## src/rtl/ahblite_timer_sched.sv

```systemverilog
// AHB-Lite timer scheduler: one shared prescaled tick drives NCH reloadable
// down-counters whose expiries latch into PEND and merge into timer_irq.
module ahblite_timer_sched #(
    parameter int NCH = 4,
    parameter int CW  = 32
) (
    input  logic        HCLK,
    input  logic        HRESETn,
    input  logic        HSEL,
    input  logic [31:0] HADDR,
    input  logic [1:0]  HTRANS,
    input  logic [2:0]  HSIZE,
    input  logic [3:0]  HPROT,
    input  logic        HWRITE,
    input  logic [31:0] HWDATA,
    input  logic        HREADY,
    output logic        HREADYOUT,
    output logic [31:0] HRDATA,
    output logic        HRESP,
    output logic        timer_irq
);

    logic [5:0]     addr_reg;
    logic           wr_reg;
    logic           valid_reg;
    logic           wr_en;

    logic           en_reg;
    logic [15:0]    presc_reg;
    logic [15:0]    presc_cnt_reg;
    logic [CW-1:0]  now_reg;
    logic [NCH-1:0] pend_reg;
    logic [NCH-1:0] irqen_reg;
    logic           tick;

    logic [NCH-1:0] expire;
    logic [NCH-1:0] cen_vec;
    logic [NCH-1:0] periodic_vec;
    logic [CW-1:0]  period_arr [NCH];
    logic [NCH-1:0] masked;
    logic           act_valid;
    logic [2:0]     act_idx;

    logic           unused_bits;
    assign unused_bits = ^{HSIZE, HPROT, HADDR[31:8], HADDR[1:0], HWDATA};

    assign HREADYOUT = 1'b1;
    assign HRESP     = 1'b0;

    always_ff @(posedge HCLK or negedge HRESETn) begin
        if (!HRESETn) begin
            addr_reg  <= '0;
            wr_reg    <= 1'b0;
            valid_reg <= 1'b0;
        end else if (HREADY) begin
            valid_reg <= HSEL & HTRANS[1];
            addr_reg  <= HADDR[7:2];
            wr_reg    <= HWRITE;
        end
    end

    assign wr_en = valid_reg & wr_reg & HREADY;

    // A PRESC write below the running count still ticks instead of waiting for a 16-bit wrap.
    assign tick = en_reg && (presc_cnt_reg >= presc_reg);

    always_ff @(posedge HCLK or negedge HRESETn) begin
        if (!HRESETn) begin
            en_reg        <= 1'b0;
            presc_reg     <= '0;
            presc_cnt_reg <= '0;
            now_reg       <= '0;
            pend_reg      <= '0;
            irqen_reg     <= '0;
        end else begin
            if (wr_en && addr_reg == 6'd0) en_reg    <= HWDATA[0];
            if (wr_en && addr_reg == 6'd1) presc_reg <= HWDATA[15:0];
            if (wr_en && addr_reg == 6'd4) irqen_reg <= HWDATA[NCH-1:0];

            if (!en_reg || tick) presc_cnt_reg <= '0;
            else                 presc_cnt_reg <= presc_cnt_reg + 16'd1;

            if (tick) now_reg <= now_reg + 1'b1;

            // Hardware set is OR'd after the clear so a same-cycle expiry wins.
            pend_reg <= (pend_reg & ~((wr_en && addr_reg == 6'd3) ? HWDATA[NCH-1:0] : '0))
                        | expire;
        end
    end

    generate
        for (genvar gi = 0; gi < NCH; gi++) begin : g_ch
            logic [CW-1:0] period_reg;
            logic [CW-1:0] cnt_reg;
            logic          cen_reg;
            logic          periodic_reg;
            logic          wr_per;
            logic          wr_cc;

            assign wr_per = wr_en && (addr_reg == 6'(8 + 2 * gi));
            assign wr_cc  = wr_en && (addr_reg == 6'(9 + 2 * gi));

            assign expire[gi]       = tick && cen_reg && !wr_cc && (cnt_reg == '0);
            assign cen_vec[gi]      = cen_reg;
            assign periodic_vec[gi] = periodic_reg;
            assign period_arr[gi]   = period_reg;

            always_ff @(posedge HCLK or negedge HRESETn) begin
                if (!HRESETn) begin
                    period_reg   <= '0;
                    cnt_reg      <= '0;
                    cen_reg      <= 1'b0;
                    periodic_reg <= 1'b0;
                end else begin
                    if (wr_per) period_reg <= HWDATA[CW-1:0];
                    // A control write overrides whatever the tick would have done this cycle.
                    if (wr_cc) begin
                        cen_reg      <= HWDATA[0];
                        periodic_reg <= HWDATA[1];
                        if (HWDATA[0]) cnt_reg <= period_reg;
                    end else if (tick && cen_reg) begin
                        if (cnt_reg == '0) begin
                            if (periodic_reg) cnt_reg <= period_reg;
                            else              cen_reg <= 1'b0;
                        end else begin
                            cnt_reg <= cnt_reg - 1'b1;
                        end
                    end
                end
            end
        end
    endgenerate

    assign masked    = pend_reg & irqen_reg;
    assign timer_irq = |masked;

    always_comb begin
        act_valid = 1'b0;
        act_idx   = 3'd0;
        for (int i = NCH - 1; i >= 0; i--) begin
            if (masked[i]) begin
                act_valid = 1'b1;
                act_idx   = 3'(i);
            end
        end
    end

    always_comb begin
        HRDATA = '0;
        case (addr_reg)
            6'd0: HRDATA[0]       = en_reg;
            6'd1: HRDATA[15:0]    = presc_reg;
            6'd2: HRDATA[CW-1:0]  = now_reg;
            6'd3: HRDATA[NCH-1:0] = pend_reg;
            6'd4: HRDATA[NCH-1:0] = irqen_reg;
            6'd5: begin
                HRDATA[31]  = act_valid;
                HRDATA[2:0] = act_idx;
            end
            default: begin
                for (int i = 0; i < NCH; i++) begin
                    if (addr_reg == 6'(8 + 2 * i)) HRDATA[CW-1:0] = period_arr[i];
                    if (addr_reg == 6'(9 + 2 * i)) HRDATA[1:0]    = {periodic_vec[i], cen_vec[i]};
                end
            end
        endcase
    end

endmodule

```

## config.mk

```make
export PLATFORM = sky130hd
export DESIGN_NAME = ahblite_timer_sched
export DESIGN_NICKNAME = d
export VERILOG_FILES = /design/src/rtl/ahblite_timer_sched.sv
export SDC_FILE = /design/constraint.sdc
export NUM_CORES = 1
export LEC_CHECK = 0
export ABC_AREA = 1
export ABC_CLOCK_PERIOD_IN_PS = 2910
export BUFFER_PORTS_ARGS = -buffer_cell sky130_fd_sc_hd__buf_4
export CORE_ASPECT_RATIO = 2
export CORE_MARGIN = 2
export CORE_UTILIZATION = 40
export DETAILED_ROUTE_END_ITERATION = 10
export GPL_ROUTABILITY_DRIVEN = 0
export GPL_TIMING_DRIVEN = 0
export HOLD_SLACK_MARGIN = 0.03
export SYNTH_ARGS = -nofsm -noshare
export SYNTH_HDL_FRONTEND = slang
export SYNTH_SLANG_ARGS = --single-unit
```

## constraint.sdc

```tcl
create_clock -name HCLK -period 2.91 [get_ports HCLK]
set_clock_uncertainty 0.1 [all_clocks]
set_input_delay 0.582 -clock HCLK [delete_from_list [all_inputs] [get_ports HCLK]]
set_output_delay 0.582 -clock HCLK [all_outputs]
set_load 0.01 [all_outputs]
```

Word level (Yosys, flattened, before mapping)
Cells that the tools add are included.
{"block": "totals", "reg_bits": 345, "latchBits": 0, "in_bits": 78, "out_inout_bits": 35, "ram_bits": 0, "memories": 0, "rom_bits": 0}
{"block": "classes", "multipliers": 0, "n_addsub": 6, "eq_ne": 25, "n_lt_le_gt_ge": 1, "bitwise": 7, "n_shift": 0, "muxes": 62, "div_mod_pow": 0, "reduce_logical": 58}
{"cell": "$mux W32", "count": 26}
{"cell": "$logic_not A32 Y1", "count": 4}
{"cell": "$sub A32 B1 Y32 const B", "count": 4}
{"cell": "$eq A6 B4 Y1 const B", "count": 8}
{"cell": "$pmux W12 S3", "count": 1}
{"cell": "$add A32 B1 Y32 const B", "count": 1}
{"cell": "$pmux W15 S2", "count": 1}
{"cell": "$logic_and A1 B1 Y1", "count": 25}
{"cell": "$reduce_and A3 Y1", "count": 8}
{"cell": "$mux W1", "count": 20}
{"cell": "$add A16 B1 Y16 const B", "count": 1}
{"cell": "$ge A16 B16 Y1", "count": 1}
{"cell": "$mux W16", "count": 1}
{"cell": "$reduce_bool A2 Y1", "count": 8}
{"cell": "$eq A6 B2 Y1 const B", "count": 2}
{"cell": "$eq A6 B3 Y1 const B", "count": 2}
{"cell": "$ne A3 B3 Y1 const B", "count": 4}
{"cell": "$pmux W2 S6", "count": 1}
{"cell": "$reduce_or A4 Y1", "count": 3}
{"cell": "$mux W2", "count": 5}
{"cell": "$mux W3", "count": 3}
{"cell": "$and A4 B4 Y4", "count": 2}
{"cell": "$ne A2 B1 Y1 const B", "count": 4}
{"cell": "$ne A2 B2 Y1 const B", "count": 4}
{"cell": "other kinds (14)", "count": 20}

Longest topological paths before layout
{"block": "depth", "depth_word": 12, "mapped_depth": 17}

Worst setup path after synthesis
No wires, ideal clock.
{"block": "synth_path", "kind": "register -> output", "startpoint": "register addr_reg[5]", "endpoint": "output HRDATA[0]", "stages_incl_launch_ff": 9, "slack_ps": 743, "arrival_time_ps": 1485, "cell_sequence": "dfrtp_1 -> nor2_4 -> nand2_1 -> nor2_2 -> clkbuf_1 -> nand2_1 -> nand4_1 -> nor2_1 -> nand2_1"}
{"block": "synth_between", "elab_chain_len": 12, "word_cells_on_any_way": 25, "cone_classes": "13 x eq/ne; 11 x mux; 1 x reduce/logical"}
{"element": "start, declared", "line": "23", "rtl": "logic [5:0] addr_reg;"}
{"element": "start signal, assigned", "line": "57", "rtl": "addr_reg <= HADDR[7:2];"}
{"element": "$eq A6 B4 Y1", "line": "162", "rtl": "if (addr_reg == 6'(8 + 2 * i)) HRDATA[CW-1:0] = period_arr[i];"}
{"element": "$mux W32", "line": "162"}
{"element": "$mux W32", "line": "150", "rtl": "case (addr_reg)"}
{"element": "$mux W2", "line": "163", "rtl": "if (addr_reg == 6'(9 + 2 * i)) HRDATA[1:0] = {periodic_vec[i], cen_vec[i]};"}
{"element": "$mux W32", "line": "162"}
{"element": "$mux W32", "line": "150"}
{"element": "$mux W2", "line": "163"}
{"element": "$mux W32", "line": "162"}
{"element": "$mux W2", "line": "163"}
{"element": "$mux W32", "line": "162"}
{"element": "$mux W2", "line": "163"}
{"element": "$pmux W1 S6 (*)", "line": "150"}
{"element": "end, declared", "line": "18", "rtl": "output logic [31:0] HRDATA,"}
Mark *: on every way between the ends. The rest lies on a longest branch, timed or not. The select of a mux whose other input is x is not followed.

Worst setup path after layout
{"block": "layout_path", "startpoint": "register addr_reg[4]", "endpoint": "output HRDATA[13]"}
{"block": "layout_between", "elab_chain_len": 8, "word_cells_on_any_way": 18, "cone_classes": "9 x eq/ne; 7 x mux; 2 x reduce/logical"}
{"element": "$eq A6 B4 Y1", "line": "162"}
{"element": "$mux W32", "line": "162"}
{"element": "$mux W32", "line": "150"}
{"element": "$mux W32", "line": "162"}
{"element": "$mux W32", "line": "150"}
{"element": "$mux W32 (2 in series)", "line": "162"}
{"element": "$pmux W12 S3 (*)", "line": "150"}
Marked as above.

==> results.cfg <==
[outcome]
status = finished, violations left
violations = negative setup slack

[power_and_ir_drop]
pwr_density_cell_nw_per_um2 = 469
p_leak_uw = 0.0127
vdd_drop_max_uv = 434

[yosys]
synthFlopType = dfrtp_1
synthMuxAreaShare_pct = 0.162
synth_edf_count = 0
synth_top_cell_area_share_pct = 41.4
syn_nets = 3050
yosys_warnings = 0
synth_area_leaders = dfrtp_1 (41%), nand2_1 (17%), nor2_1 (7.4%), nand3_1 (5.5%), o21ai_0 (5.5%)
synth_common_cells = nand2_1 (952), nor2_1 (411), dfrtp_1 (345)
synth-async-reset-ratio_pct = 100
synthDistinctLibCells = 51
yosys_register_bits = 345
synth_xor_area_share_pct = 4.83
avgSynthCellArea_um2 = 7.07
synth_area_leader_cell = dfrtp_1
synth_cells = 2946
yosys.area_share.simple_pct = 34.8
synth_top_family_by_area = simple AND/OR/NAND/NOR gates
ys_seq_area_share_pct = 41.4
synth_compound_area_share_pct = 9.72
synth_area_um2 = 20800
synth_fa_ha_area_share_pct = 1.56
yosysMostFrequentCell = nand2_1

[sta]
hold_viol = 0
fmax_ghz = 0.320
final_max_slew_viol_count = 0
worst_pin_slew_ps = 869
setup_viol = 29
tns_ps = -2530
fin_crit_sh_pct = 107
period_needed_ps = 3130
setup_ws_ps = -217
rsz0062_at_grt = true
slew_headroom_pct = 42.1

[place]
dp_hpwl_mm = 64.9
numPortBuffers = 76
dp_slack_ps = -265

[global_route]
grtUsageMet3_pct = 4.10
use_met1_pct = 31.3
track_usage_pct = 30.9
met2_usage_pct = 54.2
overflow = 0
grt_pass1_wl_mm = 124
antenna_found_initial = 0
grt_max_degree = 115
gr-max-usage-layer = met2
grt_pass1_vias = 20800

[route]
wl_per_cell_um = 22.0
wirelength_mm = 82.9
first_pass_iters = 6
viasPerCell = 5.55
dr.first_iter.drc_count = 1668
routed-via-count = 20900
drtAntennaViolNets = 0
drcViolationCount = 0

[critical_path]
critPathKind = reg2out
required_ps = 2230
cp-start-kind = flip-flop
crit_arrival_ps = 2440
critPathMaxFanout = 7
worst_setup_path_end_kind = output port
r2r_slack_ps = 240

[layout]
antenna_cells = 0
ff_latch_area_um2 = 8640
multi_input_area_um2 = 11300
drive_above_1_share_pct = 12.9
fillCellCount = 5129
area_delta_synth_final_pct = 18.1
fin_nets = 3187

[cts]
clockRootBuffer = clkbuf_16
clockBufferDepth = 3
clock_latency_ps = 560
cts_buffers = 36
cts.sinks = 345
cts.clk_slew.worst_paths_ps = 60
cts_tree = yes
htree_levels = 2

[floorplan]
fp.dieW_um = 165
fp.dieH_um = 327
rows = 118
io_pins = 113
initial_core_util_pct = 40.3
core_area_um2 = 51700
die-area_um2 = 54000

[hold_path]
hold_path_class = in2reg

[run]
maxCapViolCount = 0
==> layout by cell type, fill, tap and decap left out, drive strengths merged, types with 2 or more instances in the layout <==
master	netlist	layout
bufinv	0	5
o21bai	2	2
dfrtp	345	345
nand3b	5	5
nand4	31	31
o21ai	266	266
inv	258	261
nor3	35	35
xor2	68	68
clkinvlp	0	2
a221oi	19	19
o211ai	2	2
a21oi	17	17
mux2	3	3
conb	2	2
nand3	238	238
xnor2	47	47
nor4	4	4
a22oi	15	15
o221ai	2	2
or2	6	6
clkbuf	46	87
clkinv	0	9
and2	2	2
nor2	437	437
ha	26	26
buf	63	164
a21o	2	2
a31oi	4	4
o2111ai	24	24
nand2	968	968
nor3b	5	5
==> final cells by class <==
cell class / instances / share of cell area (%)
clock inverter: 19 / 0.992
timing repair buffer: 100 / 3.52
tap: 660 / 3.36
inverter: 258 / 4.05
sequential: 345 / 35.1
multi-input combinational: 2234 / 46.0
clock buffer: 44 / 4.07
buffer: 108 / 2.85
==> worst max-delay path, stage by stage, from the launching register on <==
cell	delay (ps)
dfrtp_1	400
nor2_4	50
buf_12	140
buf_6	130
nand3_4	80
inv_6	60
clkbuf_16	160
a221oi_4	470
o2111ai_2	210
buf_4	190
==> report_power, final <==
group          total (µW)  internal, µW  switching (µW)
registers            5120          4920             196
clock network        5080          2920            2160
logic                1340           414             924
==> final timing paths <==
| path | from | endpoint | cells after the start |
|---|---|---|---|
| worst max-delay path | addr_reg[4] | HRDATA[13] | 9 |
| worst min-delay path | HWRITE | wr_reg | 2 |
| worst max register to register | presc_reg[15] | g_ch[2].cnt_reg[21] | 13 |
| worst min register to register | presc_reg[8] | presc_reg[8] | 2 |
| max in group asynchronous | HRESETn | presc_cnt_reg[11] | 4 |
| min in group asynchronous | HRESETn | g_ch[2].cnt_reg[27] | 2 |
==> metal layers <==
| metal | vias up | share of wire (%) | wire length, µm |
|---|---|---|---|
| met5 | - | 0 | 0 |
| met4 | 0 | 11 | 9500 |
| met3 | 389 | 5.1 | 4190 |
| met2 | 858 | 50 | 41600 |
| met1 | 9923 | 33 | 27600 |
| li1 | 9732 | - | - |
==> metrics by stage <==
step                hold WS (ps)  util, %  std cells  area (µm²)  total power, µW
floorplan                    186        -       2946       20800             5830
global placement             367     43.0       3682       22200             6390
global route                 163     47.6       3768       24600            11900
finish                       161     47.6       3768       24600            11500
detailed placement           373     43.2       3685       22300             6420
CTS                          147     47.2       3764       24400            11500
==> timing repair <==
action / CTS / global route
gates cloned: 1 / 0
setup endpoints to repair: 32 / 35
setup buffers: 16 / 6
gates resized for setup: 127 / 49
pin swaps: 16 / 20
hold endpoints to repair: 60 / 0
hold buffers: 1 / 0
==> cell families (layout without fill, tap and decap cells) <==
family          Yosys count  after routing
simple gates           1732           1732
buf+inv                 367            529
compound gates          356            356
flops                   345            345
xor+xnor                115            115
fa+ha+maj                26             26
mux                       3              3
other cells               2              2
Note: power is estimated with default switching activity, not from simulation.
